$ cat config.mk
export PLATFORM = sky130hd
export DESIGN_NAME = apu_joypad_ports_flat
export DESIGN_NICKNAME = d
export VERILOG_FILES = /design/src/rtl/apu_joypad_ports_if.sv /design/src/rtl/apu_joypad_ports.sv /design/src/flat_wrapper.sv
export SDC_FILE = /design/constraint.sdc
export NUM_CORES = 1
export LEC_CHECK = 0
export BUFFER_PORTS_ARGS = -buffer_cell sky130_fd_sc_hd__buf_2
export CAP_MARGIN = 20
export CORE_MARGIN = 3
export CORE_UTILIZATION = 45
export DETAILED_ROUTE_END_ITERATION = 7
export PLACE_DENSITY = 0.73
export SETUP_SLACK_MARGIN = 0.5
export SYNTH_ARGS = -nofsm -noshare
export SYNTH_HDL_FRONTEND = slang
export SYNTH_SLANG_ARGS = --single-unit
$ cat constraint.sdc
create_clock -name clk -period 1.4 [get_ports clk]
set_input_delay 0.14 -clock clk [delete_from_list [all_inputs] [get_ports clk]]
set_output_delay 0.14 -clock clk [all_outputs]
set_load 0.05 [all_outputs]
$ cat src/rtl/apu_joypad_ports_if.sv
`default_nettype none
// ============================================================================
// Module   : apu_joypad_ports_if
// Brief    : APU register-space bus between the CPU side and the joypad ports.
// Revision : 1.0 - initial release
// ============================================================================
interface apu_joypad_ports_if;
    logic       cs;
    logic [4:0] addr;
    logic       rw;
    logic       cpu_en;
    logic [7:0] wdata;
    logic [7:0] open_bus_i;
    logic [7:0] rdata;
    logic       rdata_valid;

    modport master (
        output cs, addr, rw, cpu_en, wdata, open_bus_i,
        input  rdata, rdata_valid
    );

    modport slave (
        input  cs, addr, rw, cpu_en, wdata, open_bus_i,
        output rdata, rdata_valid
    );
endinterface
`default_nettype wire

$ cat src/rtl/apu_joypad_ports.sv
`default_nettype none
// ============================================================================
// Module   : apu_joypad_ports
// Brief    : $4016/$4017 NES controller ports: strobe latch, serial shift
//            chains with optional Four Score signature, open-bus upper bits.
// Revision : 1.0 - initial release
// ============================================================================
module apu_joypad_ports #(
    parameter int         NUM_PORTS     = 2,
    parameter int         PADS_PER_PORT = 1,
    parameter logic [7:0] OPEN_BUS_MASK = 8'hE0
) (
    input  wire logic                                   clk,
    input  wire logic                                   rst,
    apu_joypad_ports_if.slave                           bus,
    input  wire logic [8*NUM_PORTS*PADS_PER_PORT-1:0]   pad_buttons,
    output logic      [2:0]                             strobe_o,
    output logic      [NUM_PORTS-1:0]                   read_pulse_o
);

    localparam int         CHAIN_LEN = 8*PADS_PER_PORT + ((PADS_PER_PORT == 2) ? 8 : 0);
    localparam int         CNT_W     = $clog2(CHAIN_LEN + 1);
    localparam logic [4:0] ADDR_P0   = 5'h16;

    logic                 w_wr_acc;
    logic                 w_rd_acc;
    logic [NUM_PORTS-1:0] w_port_hit;
    logic [NUM_PORTS-1:0] w_bit0;
    logic                 w_sel_bit;

    logic [2:0]           strobe_q, strobe_d;
    logic [7:0]           rdata_q, rdata_d;
    logic                 rdata_valid_q, rdata_valid_d;
    logic [NUM_PORTS-1:0] read_pulse_q, read_pulse_d;

    assign w_wr_acc = bus.cs & ~bus.rw & bus.cpu_en;
    assign w_rd_acc = bus.cs &  bus.rw & bus.cpu_en;

    for (genvar p = 0; p < NUM_PORTS; p++) begin : g_port
        localparam logic [4:0] PORT_ADDR = ADDR_P0 + 5'(p);

        logic [CHAIN_LEN-1:0] w_reload;
        logic [CHAIN_LEN-1:0] chain_q, chain_d;
        logic [CNT_W-1:0]     cnt_q, cnt_d;
        logic                 w_done;

        assign w_port_hit[p] = (bus.addr == PORT_ADDR);

        // Slot j of port p carries pad j*NUM_PORTS+p, so Four Score pads interleave across ports.
        for (genvar j = 0; j < PADS_PER_PORT; j++) begin : g_slot
            assign w_reload[8*j +: 8] = pad_buttons[8*(j*NUM_PORTS + p) +: 8];
        end

        if (PADS_PER_PORT == 2) begin : g_sig
            assign w_reload[CHAIN_LEN-1 -: 8] = (p == 0) ? 8'h10 : 8'h20;
        end

        assign w_done = (cnt_q == CNT_W'(CHAIN_LEN));

        // With the strobe high the pads are transparent: report the live A button.
        assign w_bit0[p] = strobe_q[0] ? w_reload[0] : (w_done | chain_q[0]);

        always_comb begin
            chain_d = chain_q;
            cnt_d   = cnt_q;
            if (strobe_q[0]) begin
                chain_d = w_reload;
                cnt_d   = '0;
            end else if (w_rd_acc && w_port_hit[p]) begin
                chain_d = {1'b1, chain_q[CHAIN_LEN-1:1]};
                if (!w_done) begin
                    cnt_d = cnt_q + CNT_W'(1);
                end
            end
        end

        always_ff @(posedge clk) begin
            if (rst) begin
                chain_q <= '1;
                cnt_q   <= CNT_W'(CHAIN_LEN);
            end else begin
                chain_q <= chain_d;
                cnt_q   <= cnt_d;
            end
        end
    end

    always_comb begin
        w_sel_bit = 1'b0;
        for (int p = 0; p < NUM_PORTS; p++) begin
            if (w_port_hit[p]) begin
                w_sel_bit = w_bit0[p];
            end
        end
    end

    always_comb begin
        strobe_d      = strobe_q;
        rdata_d       = rdata_q;
        rdata_valid_d = w_rd_acc;
        read_pulse_d  = w_rd_acc ? w_port_hit : '0;
        if (w_wr_acc && (bus.addr == ADDR_P0)) begin
            strobe_d = bus.wdata[2:0];
        end
        if (w_rd_acc) begin
            rdata_d = (bus.open_bus_i & OPEN_BUS_MASK) | {7'b0, w_sel_bit};
        end
    end

    always_ff @(posedge clk) begin
        if (rst) begin
            strobe_q      <= '0;
            rdata_q       <= '0;
            rdata_valid_q <= 1'b0;
            read_pulse_q  <= '0;
        end else begin
            strobe_q      <= strobe_d;
            rdata_q       <= rdata_d;
            rdata_valid_q <= rdata_valid_d;
            read_pulse_q  <= read_pulse_d;
        end
    end

    assign strobe_o        = strobe_q;
    assign read_pulse_o    = read_pulse_q;
    assign bus.rdata       = rdata_q;
    assign bus.rdata_valid = rdata_valid_q;

endmodule
`default_nettype wire
$ cat src/flat_wrapper.sv
// flat-port wrapper written by rule: the top's interface ports become plain ports
module apu_joypad_ports_flat 
#(
    parameter int         NUM_PORTS     = 2,
    parameter int         PADS_PER_PORT = 1,
    parameter logic [7:0] OPEN_BUS_MASK = 8'hE0
)
  (clk, rst, pad_buttons, strobe_o, read_pulse_o, bus_cs, bus_addr, bus_rw, bus_cpu_en, bus_wdata, bus_open_bus_i, bus_rdata, bus_rdata_valid);
  apu_joypad_ports_if bus_i ();
  input  wire logic clk;
  input  wire logic rst;
  input  wire logic [8*NUM_PORTS*PADS_PER_PORT-1:0] pad_buttons;
  output logic      [2:0] strobe_o;
  output logic      [NUM_PORTS-1:0] read_pulse_o;
  input wire logic [$bits(bus_i.cs)-1:0] bus_cs;
  input wire logic [$bits(bus_i.addr)-1:0] bus_addr;
  input wire logic [$bits(bus_i.rw)-1:0] bus_rw;
  input wire logic [$bits(bus_i.cpu_en)-1:0] bus_cpu_en;
  input wire logic [$bits(bus_i.wdata)-1:0] bus_wdata;
  input wire logic [$bits(bus_i.open_bus_i)-1:0] bus_open_bus_i;
  output wire logic [$bits(bus_i.rdata)-1:0] bus_rdata;
  output wire logic [$bits(bus_i.rdata_valid)-1:0] bus_rdata_valid;
  assign bus_i.cs = bus_cs;
  assign bus_i.addr = bus_addr;
  assign bus_i.rw = bus_rw;
  assign bus_i.cpu_en = bus_cpu_en;
  assign bus_i.wdata = bus_wdata;
  assign bus_i.open_bus_i = bus_open_bus_i;
  assign bus_rdata = bus_i.rdata;
  assign bus_rdata_valid = bus_i.rdata_valid;
  apu_joypad_ports #(.NUM_PORTS(NUM_PORTS), .PADS_PER_PORT(PADS_PER_PORT), .OPEN_BUS_MASK(OPEN_BUS_MASK)) u_core (.clk(clk), .rst(rst), .bus(bus_i), .pad_buttons(pad_buttons), .strobe_o(strobe_o), .read_pulse_o(read_pulse_o));
endmodule
# Word level (Yosys, flattened, before mapping)
# Index checks and enable logic that the tools add are counted.
op_classes:
  n_addsub: 2
  eq_ne: 6
  muxes: 14
  bitwise_logic: 11
  n_reduce_logical: 11
op_table:
  columns: ["operator", "n"]
  rows:
  - ["$mux 8", 4]
  - ["$mux 4", 6]
  - ["$eq 5x5->1 const B", 2]
  - ["$add 4x1->4 const B", 2]
  - ["$eq 4x4->1 const B", 2]
  - ["$or 8x1->8", 1]
  - ["$reduce_and 2->1", 4]
  - ["$and 1x1->1", 4]
  - ["$mux 1", 4]
  - ["$ne 2x1->1 const B", 2]
  - ["$not 1->1", 4]
  - ["$reduce_bool 2->1", 2]
  - ["$reduce_or 2->1", 2]
  - ["$logic_and 1x1->1", 3]
  - ["$or 1x1->1", 2]
word_totals:
  register_bits: 38
  inputBits: 42
  output_inout_bits: 14
  elab_cells: 54

# Longest topological paths before layout
# Gate-level depths: netlist of run 1.
logic_depth:
  word_depth: 6
  ltp_mapped: 6
  mapped_depth_nobuf: 6

# Least setup slack after synthesis of run 1
# OpenSTA, ideal clock, no wires.
synth_timing:
  kind: "register to register"
  startpoint: "reg u_core.strobe_q[0], in the netlist u_core.strobe_o[0]"
  endpoint: "reg u_core.g_port[1].chain_q[7]"
  setup_ns: 0.123
  arrival_time_ns: 1.525
  t_required_ns: 1.277
  slack_ns: -0.248
  path_stages_with_launch: 6
  n_path_buf: 2
  period_less_slack_ns: 1.648
  cell_sequence: "dfxtp_1 buf_2 buf_2 nor2b_1 a21oi_1 or2_2"
synth_via:
  elab_chain_cells: 1
  word_cells_on_any_way: 2
  cone_classes: "mux: 1; reduce/logical: 1"
synth_rtl:
  columns: ["element", "line", "source"]
  rows:
  - ["start: declaration", "apu_joypad_ports.sv:31", "logic [2:0] strobe_q, strobe_d;"]
  - ["start signal: assignment", "apu_joypad_ports.sv:117", "strobe_q <= strobe_d;"]
  - ["$mux 8 or $reduce_bool 2->1 (tied branches)", null, null]
  - ["end signal: assignment", "apu_joypad_ports.sv:82", "chain_q <= chain_d;"]
  - ["end: declaration", "apu_joypad_ports.sv:43", "logic [CHAIN_LEN-1:0] chain_q, chain_d;"]
# Several ways; a longest one is shown, not always the timed one.
# A chain may end at the register's enable or synchronous reset.

# Worst setup path in the final report of run 1
layout_timing:
  startpoint: "reg u_core.g_port[0].cnt_q[1]"
  endpoint: "reg u_core.g_port[0].cnt_q[1]"
layout_via:
  elab_chain_cells: 3
  word_cells_on_any_way: 4
  cone_classes: "add/sub: 1; eq/ne: 1; bitwise: 1; reduce/logical: 1"
layout_rtl:
  columns: ["element", "line", "source"]
  rows:
  - ["start: declaration", "apu_joypad_ports.sv:44", "logic [CNT_W-1:0] cnt_q, cnt_d;"]
  - ["start signal: assignment", "apu_joypad_ports.sv:80", "cnt_q <= CNT_W'(CHAIN_LEN);"]
  - ["start signal: assignment", "apu_joypad_ports.sv:83", "cnt_q <= cnt_d;"]
  - ["parallel branches: the longest is 3 deep, another holds $add 4x1->4", null, null]
# Several ways; the timed one is not identified.

==> results.md, run 1 <==
- The worst endpoint data arrival time is 1.59 ns.
- Setup repair after global routing could not meet its margin everywhere.
- A synthesized cell averages about 9 um2.
- The residual antenna-violating net count after detailed routing is 0.
- The vias per cell is 5.56.
- Among all stages on the critical path, the largest delay is contributed by sky130_fd_sc_hd__dfxtp_2.
- The peak clock frequency supported by timing is between 700 and 800 MHz.
- The number of endpoints with negative hold slack in the final report is 0.
- TritonCTS built the clock tree.
- For this design the total switching power over the nets is between 0.0005 and 0.0006 W.
- The via count of the first global-routing pass came to between 1500 and 2000.
- The number of failing setup endpoints in the final timing report is 2.
- Compared with the post-synthesis result, the final layout area differs by 67.9%.
- Net switching is between 20% and 30% of the power.
- For this design the static power due to leakage is between 1 and 1.5 nW.
- Clock-pin slew was measured on the worst setup and hold paths at around 0.070 ns.
- The proportion of synthesized chip area in sequential cells is 39.9%.
- The netlist uses 44 different library cells.
- The total routing resource utilization after global routing is 22.8%.
- Along the worst path, the maximum fanout reaches 3.
- The clock share of power is 48.5%.
- The worst setup path is captured at a flip-flop.
- The die area is 4560 um2.
- After detailed routing, the average wire length per cell comes to between 15 and 20 um.
- The floorplan step defined a core boundary enclosing 3490 um2.
- The first element of the critical path is u_core.g_port[0].cnt_q[1].
- By area, the combinational part of the netlist is dominated by simple AND/OR/NAND/NOR gates.
- The max-slew violation total from the final report is 0.
- The tool flagged a number of max-cap violations equal to 0.
- The maximum number of pins on one net before global-route repair is 17.
- The fraction of the mapped netlist area in compound gates is about 11%.
- Across the VDD grid, the largest voltage drop is around 0.66 mV.
- Counting every instance in the synthesized netlist gives about 190.
- Summing the areas of all fa, ha and maj instances in the mapped netlist gives just under 3% of the synthesized area.
- For this block, the routed nets add up to 5.11 mm of wire.
- The worst hold-check slack is 0.0645 ns.
- The final route contains roughly 1700 vias.
- For this run, the detailed router's first-pass iteration total came to 4.
- The part of the cycle the worst path needs is 101%.
- The endpoint identified for the worst register-to-register timing path is u_core.g_port[0].cnt_q[1].
- The clock insertion delay at the later pin of the skew report is approximately 0.28 ns.
- The areal power density over the cells is between 800 and 900 nW/um2.
- Once routing completed, OpenROAD measured the worst setup slack at -0.0125 ns.
- The HPWL after detailed placement is between 2 and 3 mm.
- The initial utilization of the core area, before any placement, comes to about half.
- The category of the most critical setup path is reg -> reg.
- 0 antenna diodes ended up in the layout.
- The fraction of power consumed by combinational cells is a little under a tenth.
- Data on the critical path is required at its endpoint by roughly 1.6 ns.
- The number of flip-flops and latches in the synthesized netlist is 34.
- The fraction of final layout cells sized beyond drive strength 1 is 62.3%.
- The number of buffers and inverters on the critical path is 1.
- Yosys printed 0 warnings.
- The minimum clock period is 1.41 ns.
- The total stage count of the critical path is 6.
- The number of sinks driven by the clock tree is 34.
- The cell family with the largest share of critical-path delay is simple AND/OR/NAND/NOR gates.
- The maximum clock skew at final layout is 0.00246 ns.
- The multiplexer share of the synthesized area is 4.11%.
- Sequential cells burn about 42% of the power.
- The H-tree depth is 2.
- No sink is reached through more buffers than the 2 on the longest clock path.
- For this run, the slowest stage of the critical path takes 0.34 ns.
- The reg-to-reg startpoint is u_core.g_port[0].cnt_q[1].
- The final reports fail on negative setup slack.
- The launching element type of the critical path is a flip-flop.
- The xor/xnor cell area share of the yosys netlist is between 2 and 3%.
- The number of placement rows is 21.
- The fraction of the mapped netlist area in simple logic gates is around a third.
- After clock tree synthesis, the flow added hold-fix buffers numbering 0.
- Measured along the x axis, the die boundary spans between 60 and 70 um.
- The number of port buffers is 41.
- In this run the worst setup path terminates at u_core.g_port[0].cnt_q[1].
- For this run, design rule violations remaining after detail routing come to 0.
- The initial antenna violation count is 0.
- The number of cells on the worst reg-to-reg path is 6.
- The netlist area before placement is 1710 um2.
- The number of CTS-inserted buffers is 5.
- The worst min-delay path class is in -> reg.
- The number of placed I/O pins is between 50 and 60.
- The first-pass GRT wire length is 7.78 mm.
- The violation count after the first detailed-route iteration is 52.
- Summed over all layers, the global routing overflow is 0.
- The die is 67.6 um tall.
- The flow ran to the end, but the final reports show violations.
- Measured on the finished design, the core utilization comes to 82.0%.
- The internal portion of the total power is approximately 0.0018 W.
- The number of nets in the finished design is 297.
- The post-placement worst setup slack is -0.000954 ns.
- The global placer's final weighted congestion is between 0.7 and 0.8.
- Walking the worst path, the cells encountered are inv_2 > ha_4 > and3b_2 > nor4_4 > mux2i_1 > nor2_1.
- The internal reg-to-reg setup slack is -0.01 ns.
- The clock tree root buffer cell is sky130_fd_sc_hd__clkbuf_8.
==> sequential cells by signal (all words and copies together), names as in the netlist <==
signal / count
u_core.bus.rdata_valid: 1
u_core.g_port.cnt_q: 8
u_core.bus.rdata: 4
u_core.strobe_o: 3
u_core.g_port.chain_q: 16
u_core.read_pulse_o: 2
==> kinds of logic after synthesis <==
family / count (synthesis)
flip-flops: 34
buffers and inverters: 23
adder cells (fa/ha/maj): 4
other: 1
XOR/XNOR: 5
AO/OA/AOI/OAI: 26
multiplexers: 7
AND/OR/NAND/NOR: 85
==> worst min-delay path by stage <==
stage	start	depth (start not counted)	slack, ns	endpoint
2_1_floorplan	pad_buttons[3]	1	0.26	u_core.g_port[0].chain_q[3]
3_3_place_gp	pad_buttons[4]	2	0.35	u_core.g_port[0].chain_q[4]
3_5_place_dp	pad_buttons[4]	2	0.36	u_core.g_port[0].chain_q[4]
4_1_cts	pad_buttons[4]	2	0.06	u_core.g_port[0].chain_q[4]
5_1_grt	pad_buttons[4]	2	0.07	u_core.g_port[0].chain_q[4]
6_report	pad_buttons[4]	2	0.06	u_core.g_port[0].chain_q[4]
==> through the flow <==
stage	std cells	instance area [um2]	power, W	TNS, ns
after global routing	298	2860	0.00237	-0.174
final	298	2860	0.00232	-0.0214
after global placement	271	2080	0.00117	0
after floorplan	188	1830	0.00111	0
after CTS	293	2700	0.00230	-0.00667
after detailed placement	271	2080	0.00117	-0.000954
==> placed cells by master (no fill, tap or decap), types with 4 or more instances in the layout <==
| master | count |
|---|---|
| sky130_fd_sc_hd__nand3_4 | 4 |
| sky130_fd_sc_hd__dfxtp_2 | 13 |
| sky130_fd_sc_hd__buf_6 | 12 |
| sky130_fd_sc_hd__nor2_1 | 14 |
| sky130_fd_sc_hd__nor3_2 | 7 |
| sky130_fd_sc_hd__nor3_4 | 7 |
| sky130_fd_sc_hd__buf_2 | 30 |
| sky130_fd_sc_hd__mux2i_1 | 7 |
| sky130_fd_sc_hd__conb_1 | 4 |
| sky130_fd_sc_hd__buf_4 | 16 |
| sky130_fd_sc_hd__dfxtp_1 | 20 |
| sky130_fd_sc_hd__clkbuf_8 | 6 |
| sky130_fd_sc_hd__nand2_1 | 8 |
| sky130_fd_sc_hd__a211oi_2 | 8 |
| sky130_fd_sc_hd__and3_1 | 6 |
| sky130_fd_sc_hd__nor3b_2 | 4 |
| sky130_fd_sc_hd__nor4_4 | 5 |
| sky130_fd_sc_hd__inv_2 | 5 |
| sky130_fd_sc_hd__nor3b_1 | 4 |
| sky130_fd_sc_hd__buf_8 | 10 |
==> cell usage after synthesis <==
library cell                count  share of area [%]
sky130_fd_sc_hd__nor2_1        15                3.3
sky130_fd_sc_hd__nor4_1         4                1.5
sky130_fd_sc_hd__inv_1          6                1.3
sky130_fd_sc_hd__xnor2_1        4                2.1
sky130_fd_sc_hd__a21oi_1        5                1.5
sky130_fd_sc_hd__and3_1         7                2.6
sky130_fd_sc_hd__nand3_4        2                2.1
sky130_fd_sc_hd__nand3b_1       1               0.44
sky130_fd_sc_hd__a311oi_1       1               0.51
sky130_fd_sc_hd__nand3_1        4                1.2
sky130_fd_sc_hd__clkbuf_1       5                1.1
sky130_fd_sc_hd__nor3b_1       10                4.4
sky130_fd_sc_hd__o31a_1         1               0.51
sky130_fd_sc_hd__or2_2          2               0.73
sky130_fd_sc_hd__nand4b_4       1                1.4
sky130_fd_sc_hd__a2111oi_1      1               0.59
sky130_fd_sc_hd__xor2_1         1               0.51
sky130_fd_sc_hd__nand2_1        8                1.8
sky130_fd_sc_hd__a211oi_1      11                4.8
sky130_fd_sc_hd__buf_1          1               0.22
sky130_fd_sc_hd__buf_4          5                2.2
sky130_fd_sc_hd__nor3_2         1               0.59
sky130_fd_sc_hd__nor2b_1        3                1.1
sky130_fd_sc_hd__and4b_1        1               0.59
sky130_fd_sc_hd__and2_1         3                1.1
sky130_fd_sc_hd__conb_1         1               0.22
sky130_fd_sc_hd__o21a_1         2               0.88
sky130_fd_sc_hd__nor4_4         2                2.5
sky130_fd_sc_hd__nor4_2         1               0.73
sky130_fd_sc_hd__nand2b_1       1               0.37
sky130_fd_sc_hd__dfxtp_1       34                 40
sky130_fd_sc_hd__mux2i_1        7                4.1
sky130_fd_sc_hd__ha_1           4                2.9
sky130_fd_sc_hd__nor3_1        15                4.4
sky130_fd_sc_hd__a221oi_2       1               0.88
sky130_fd_sc_hd__o21ai_1        2               0.59
sky130_fd_sc_hd__buf_2          5                1.5
sky130_fd_sc_hd__and3b_1        1               0.51
sky130_fd_sc_hd__a21o_1         1               0.44
sky130_fd_sc_hd__nand2_4        1               0.66
sky130_fd_sc_hd__and4_1         1               0.51
sky130_fd_sc_hd__o21ai_0        1               0.29
sky130_fd_sc_hd__nand4_1        1               0.37
sky130_fd_sc_hd__inv_2          1               0.22
==> repair_timing <==
item	CTS	global route
resized for setup	81	25
pin swaps	27	11
gates cloned	3	0
setup endpoints to repair	38	38
buffers inserted	11	5
==> power by group through the flow <==
stage / logic [W] / registers [W] / clock network, W
floorplan: 0.0000920 / 0.00101 / 0
global placement: 0.000176 / 0.000996 / 0
detailed placement: 0.000178 / 0.000996 / 0
CTS: 0.000202 / 0.000977 / 0.00112
global route: 0.000230 / 0.000977 / 0.00117
finish: 0.000217 / 0.000977 / 0.00112
==> worst reg2reg max path, cell delays in order (launching register included) <==
cell                      delay [ns]
sky130_fd_sc_hd__dfxtp_2        0.34
sky130_fd_sc_hd__inv_2          0.04
sky130_fd_sc_hd__ha_4           0.14
sky130_fd_sc_hd__and3b_2        0.22
sky130_fd_sc_hd__nor4_4         0.24
sky130_fd_sc_hd__mux2i_1        0.26
sky130_fd_sc_hd__nor2_1         0.06
==> layout make-up <==
cell class | instances | area, um2
Inverter | 7 | 26.3
Clock inverter | 2 | 60.1
Tap cell | 46 | 57.6
Fill cell | 190 | 631
Multi-Input combinational cell | 131 | 1280
Timing Repair Buffer | 72 | 658
Clock buffer | 6 | 82.6
Sequential cell | 34 | 701
==> per-layer routing <==
layer | wire length (um) | global-route usage, %
met3 | 279 | 6.99
met2 | 2710 | 40.7
met4 | 91 | 7.59
met1 | 2030 | 25.5
met5 | 0 | 0
Power figures use the tool's default switching activity.
==> run 2, diff against run 1 <==
Settings changed: GPL_TIMING_DRIVEN from default to 0.
==> run 2 against run 1 <==
The run still ends with negative setup slack left. First-iteration DRC count increased by 120%. Non-clock buffer count up 15. Register-to-register slack got worse by 0.08 ns. Clock skew is 0.0056 ns higher. Clock-buffer cell count increased by 1.
==> results.md, run 2 (synthesis results as in run 1) <==
- The number of port buffers is 41 (unchanged).
- The maximum ir drop on the vdd rail came to 0.694 mV (+4.6%).
- The overflow left after global routing is 0 (unchanged).
- The worst setup path is launched from a flip-flop.
- The vias per cell is 5.61 (+0.90%).
- The count of inserted antenna diode cells came to 0 (unchanged).
- The total wire length after detailed routing came to 5.96 mm (+17%).
- The residual antenna-violating net count after detailed routing came to 0 (unchanged).
- The areal power density over the cells came to 644 nW/um2 (-20%).
- The worst min-delay path class is in -> reg.
- The initial core utilization is 48.8% (unchanged).
- The number of placement rows is 21 (unchanged).
- The clock-pin transition on the worst setup and hold timing paths is 0.07 ns (about the same).
- The capture point of the worst reg-to-reg path is u_core.g_port[0].cnt_q[1].
- The clock tree root buffer cell is sky130_fd_sc_hd__clkbuf_8.
- The die area is 4560 um2 (unchanged).
- The maximum clock skew at final layout came to 0.00803 ns (+0.00557 ns).
- More flip-flops sit in one register than any other, and that register is u_core.g_port.chain_q.
- The signed area change from the synthesized netlist to the final layout is 80.3%.
- The smallest setup slack after layout is -0.0886 ns (-0.0761 ns).
- By startpoint and endpoint, the worst setup path is classified as reg -> reg.
- The floorplan die height is 67.6 um (unchanged).
- The run finished, with violations left.
- The critical path ends at u_core.g_port[0].cnt_q[1].
- The count of max-cap constraint violations is 0 (unchanged).
- The worst slew margin relative to its limit is between 50% and 60%.
- The flip-flop count of the largest register, all copies and words added is 16 (unchanged).
- The global placer's final weighted congestion came to 0.765 (+7.5%).
- The via count of the first global-routing pass is 1807 (+4.8%).
- The total DRC errors in the routed layout came to 0 (unchanged).
- The number of failing setup endpoints in the final timing report was 3 (+1).
- For the pin with the worst max-slew slack, the measured transition is about 0.72 ns.
- The H-tree depth is 2 (unchanged).
- The leakage power total is 1.20 nW (+6.7%).
- The number of standard cells in the layout, taps in and fillers out is 313 (+5.0%).
- The via count is 1755 (+6.0%).
- The hold buffer count at cts is 0 (unchanged).
- The core utilization of the finished layout came to 88.0% (+6.1 points).
- The number of sinks driven by the clock tree was 34 (unchanged).
- The library cells used most frequently in the layout, excluding fill and tap cells, are sky130_fd_sc_hd__buf_2 (31), sky130_fd_sc_hd__dfxtp_1 (19), sky130_fd_sc_hd__buf_6 (17), sky130_fd_sc_hd__buf_8 (15), sky130_fd_sc_hd__buf_4 (14).
- The final instance area was 3080 um2 (+7.4%).
- The number of placed I/O pins is 56 (unchanged).
- The minimum clock period is 1.49 ns (+0.0761 ns).
- The part of the cycle the worst path needs is 106% (+5.4 points).
- The number of buffers between clock root and the deepest sink is 2 (unchanged).
- The number of placed instances, taps included is 275 (+1.5%).
- The required time at the endpoint of the critical path is 1.58 ns (about the same).
- The violation count after the first detailed-route iteration came to 115 (+120%).
- The number of endpoints with negative hold slack in the final report is 0 (unchanged).
- In this run the critical register-to-register path is launched from u_core.g_port[0].cnt_q[0].
- The standard cell core area is 3490 um2 (unchanged).
- The worst setup path is captured at a flip-flop.
- The number of detailed-routing iterations run before antenna repair was 4 (unchanged).
- The total routing resource utilization after global routing came to 24.8% (+2.0 points).
- The total negative slack for setup checks is -0.161 ns (-0.140 ns).
- The number of nets in the finished design is 312 (+5.1%).
- The initial antenna violation count is 0 (unchanged).
- The maximum number of pins on one net before global-route repair is 11 (-6).
- The worst endpoint data arrival time is 1.67 ns (+0.08 ns).
- The library cell used most frequently in the layout, excluding fill and tap cells, is sky130_fd_sc_hd__buf_2.
- The internal reg-to-reg setup slack is -0.09 ns (-0.08 ns).
- The clock insertion delay at the later pin of the skew report is 0.29 ns (about the same).
- Setup repair after global routing could not meet its margin everywhere.
- The max-slew violation total from the final report is 0 (unchanged).
- The peak clock frequency supported by timing is 672 MHz (-5.1%).
- The placed standard-cell area was 2100 um2 (+0.78%).
- The maximum fanout along the worst path is 3 (unchanged).
- The first element of the critical path is u_core.g_port[0].cnt_q[0].
- The first-pass GRT wire length is 8.46 mm (+8.8%).
- The number of CTS-inserted buffers was 5 (unchanged).
- The placed wire-length estimate is 2.75 mm (+5.0%).
- The final total power is 0.00198 W (-15%).
- The fraction of final layout cells sized beyond drive strength 1 is 66.7% (+4.4 points).
- The average wire per standard cell is 19.0 um (+11%).
- The path depth of the worst reg2reg path came to 6 (unchanged).
- The final reports fail on negative setup slack.
- The x dimension of the die came to 67.6 um (unchanged).
- The clock tree from TritonCTS is built.
[run 2: changes by cell type in the layout (fill, tap and decap cells not counted), sizes merged]
| cell | previous run | this run |
|---|---|---|
| buf | 72 | 81 |
| clkbuf | 6 | 13 |
| bufinv | 2 | 0 |
| clkinv | 0 | 1 |
[run 2: worst min-delay path by stage]
stage | endpoint | start | depth (start not counted) | slack (ns)
floorplan | u_core.g_port[0].chain_q[3] | pad_buttons[3] | 1 | 0.26
global placement | u_core.g_port[0].chain_q[3] | pad_buttons[3] | 2 | 0.36
detailed placement | u_core.g_port[0].chain_q[4] | pad_buttons[4] | 2 | 0.36
CTS | u_core.g_port[0].chain_q[4] | pad_buttons[4] | 2 | 0.06
global route | u_core.g_port[0].chain_q[3] | pad_buttons[3] | 2 | 0.06
finish | u_core.g_port[0].chain_q[3] | pad_buttons[3] | 2 | 0.06
[run 2: metal layers]
metal	vias to the layer above	wire length, um	global-route usage [%]
met5	-	0	0
met4	0	175	9.62
met3	19	408	5.99
met2	83	2970	43.0
met1	837	2410	29.2
li1	816	-	-
[run 2: per-stage QoR]
step | hold WS, ns | setup WS (ns)
4_1_cts | 0.0616 | -0.0686
5_1_grt | 0.0619 | -0.119
2_1_floorplan | 0.264 | 0.0412
6_report | 0.0632 | -0.0886
3_5_place_dp | 0.357 | -0.0588
3_3_place_gp | 0.355 | -0.0612
[run 2: layout make-up]
cell class,instances,area [um2]
Sequential cell,34,704
Clock inverter,1,5.00
Timing Repair Buffer,71,672
Tap cell,46,57.6
Inverter,7,26.3
Clock buffer,7,86.3
Multi-Input combinational cell,131,1360
Fill cell,164,419
Buffer,16,168
[run 2: what timing repair did]
item,CTS,global route
gates cloned,2,0
buffers inserted,22,6
setup endpoints to repair,44,39
gates resized for setup,96,47
pin swaps,37,24
[run 2: critical path: stages (launching register included)]
cell                      delay, ns
sky130_fd_sc_hd__dfxtp_4       0.35
sky130_fd_sc_hd__inv_2         0.03
sky130_fd_sc_hd__ha_2          0.17
sky130_fd_sc_hd__and3b_2       0.23
sky130_fd_sc_hd__nor4_4        0.31
sky130_fd_sc_hd__mux2i_1       0.24
sky130_fd_sc_hd__nor2_1        0.05
[run 2: power by group]
| group | internal (W) | switching, W | total, W |
|---|---|---|---|
| clock | 0.000397 | 0.000368 | 0.000765 |
| sequential | 0.000970 | 0.00000549 | 0.000975 |
| combinational | 0.0000887 | 0.000152 | 0.000240 |
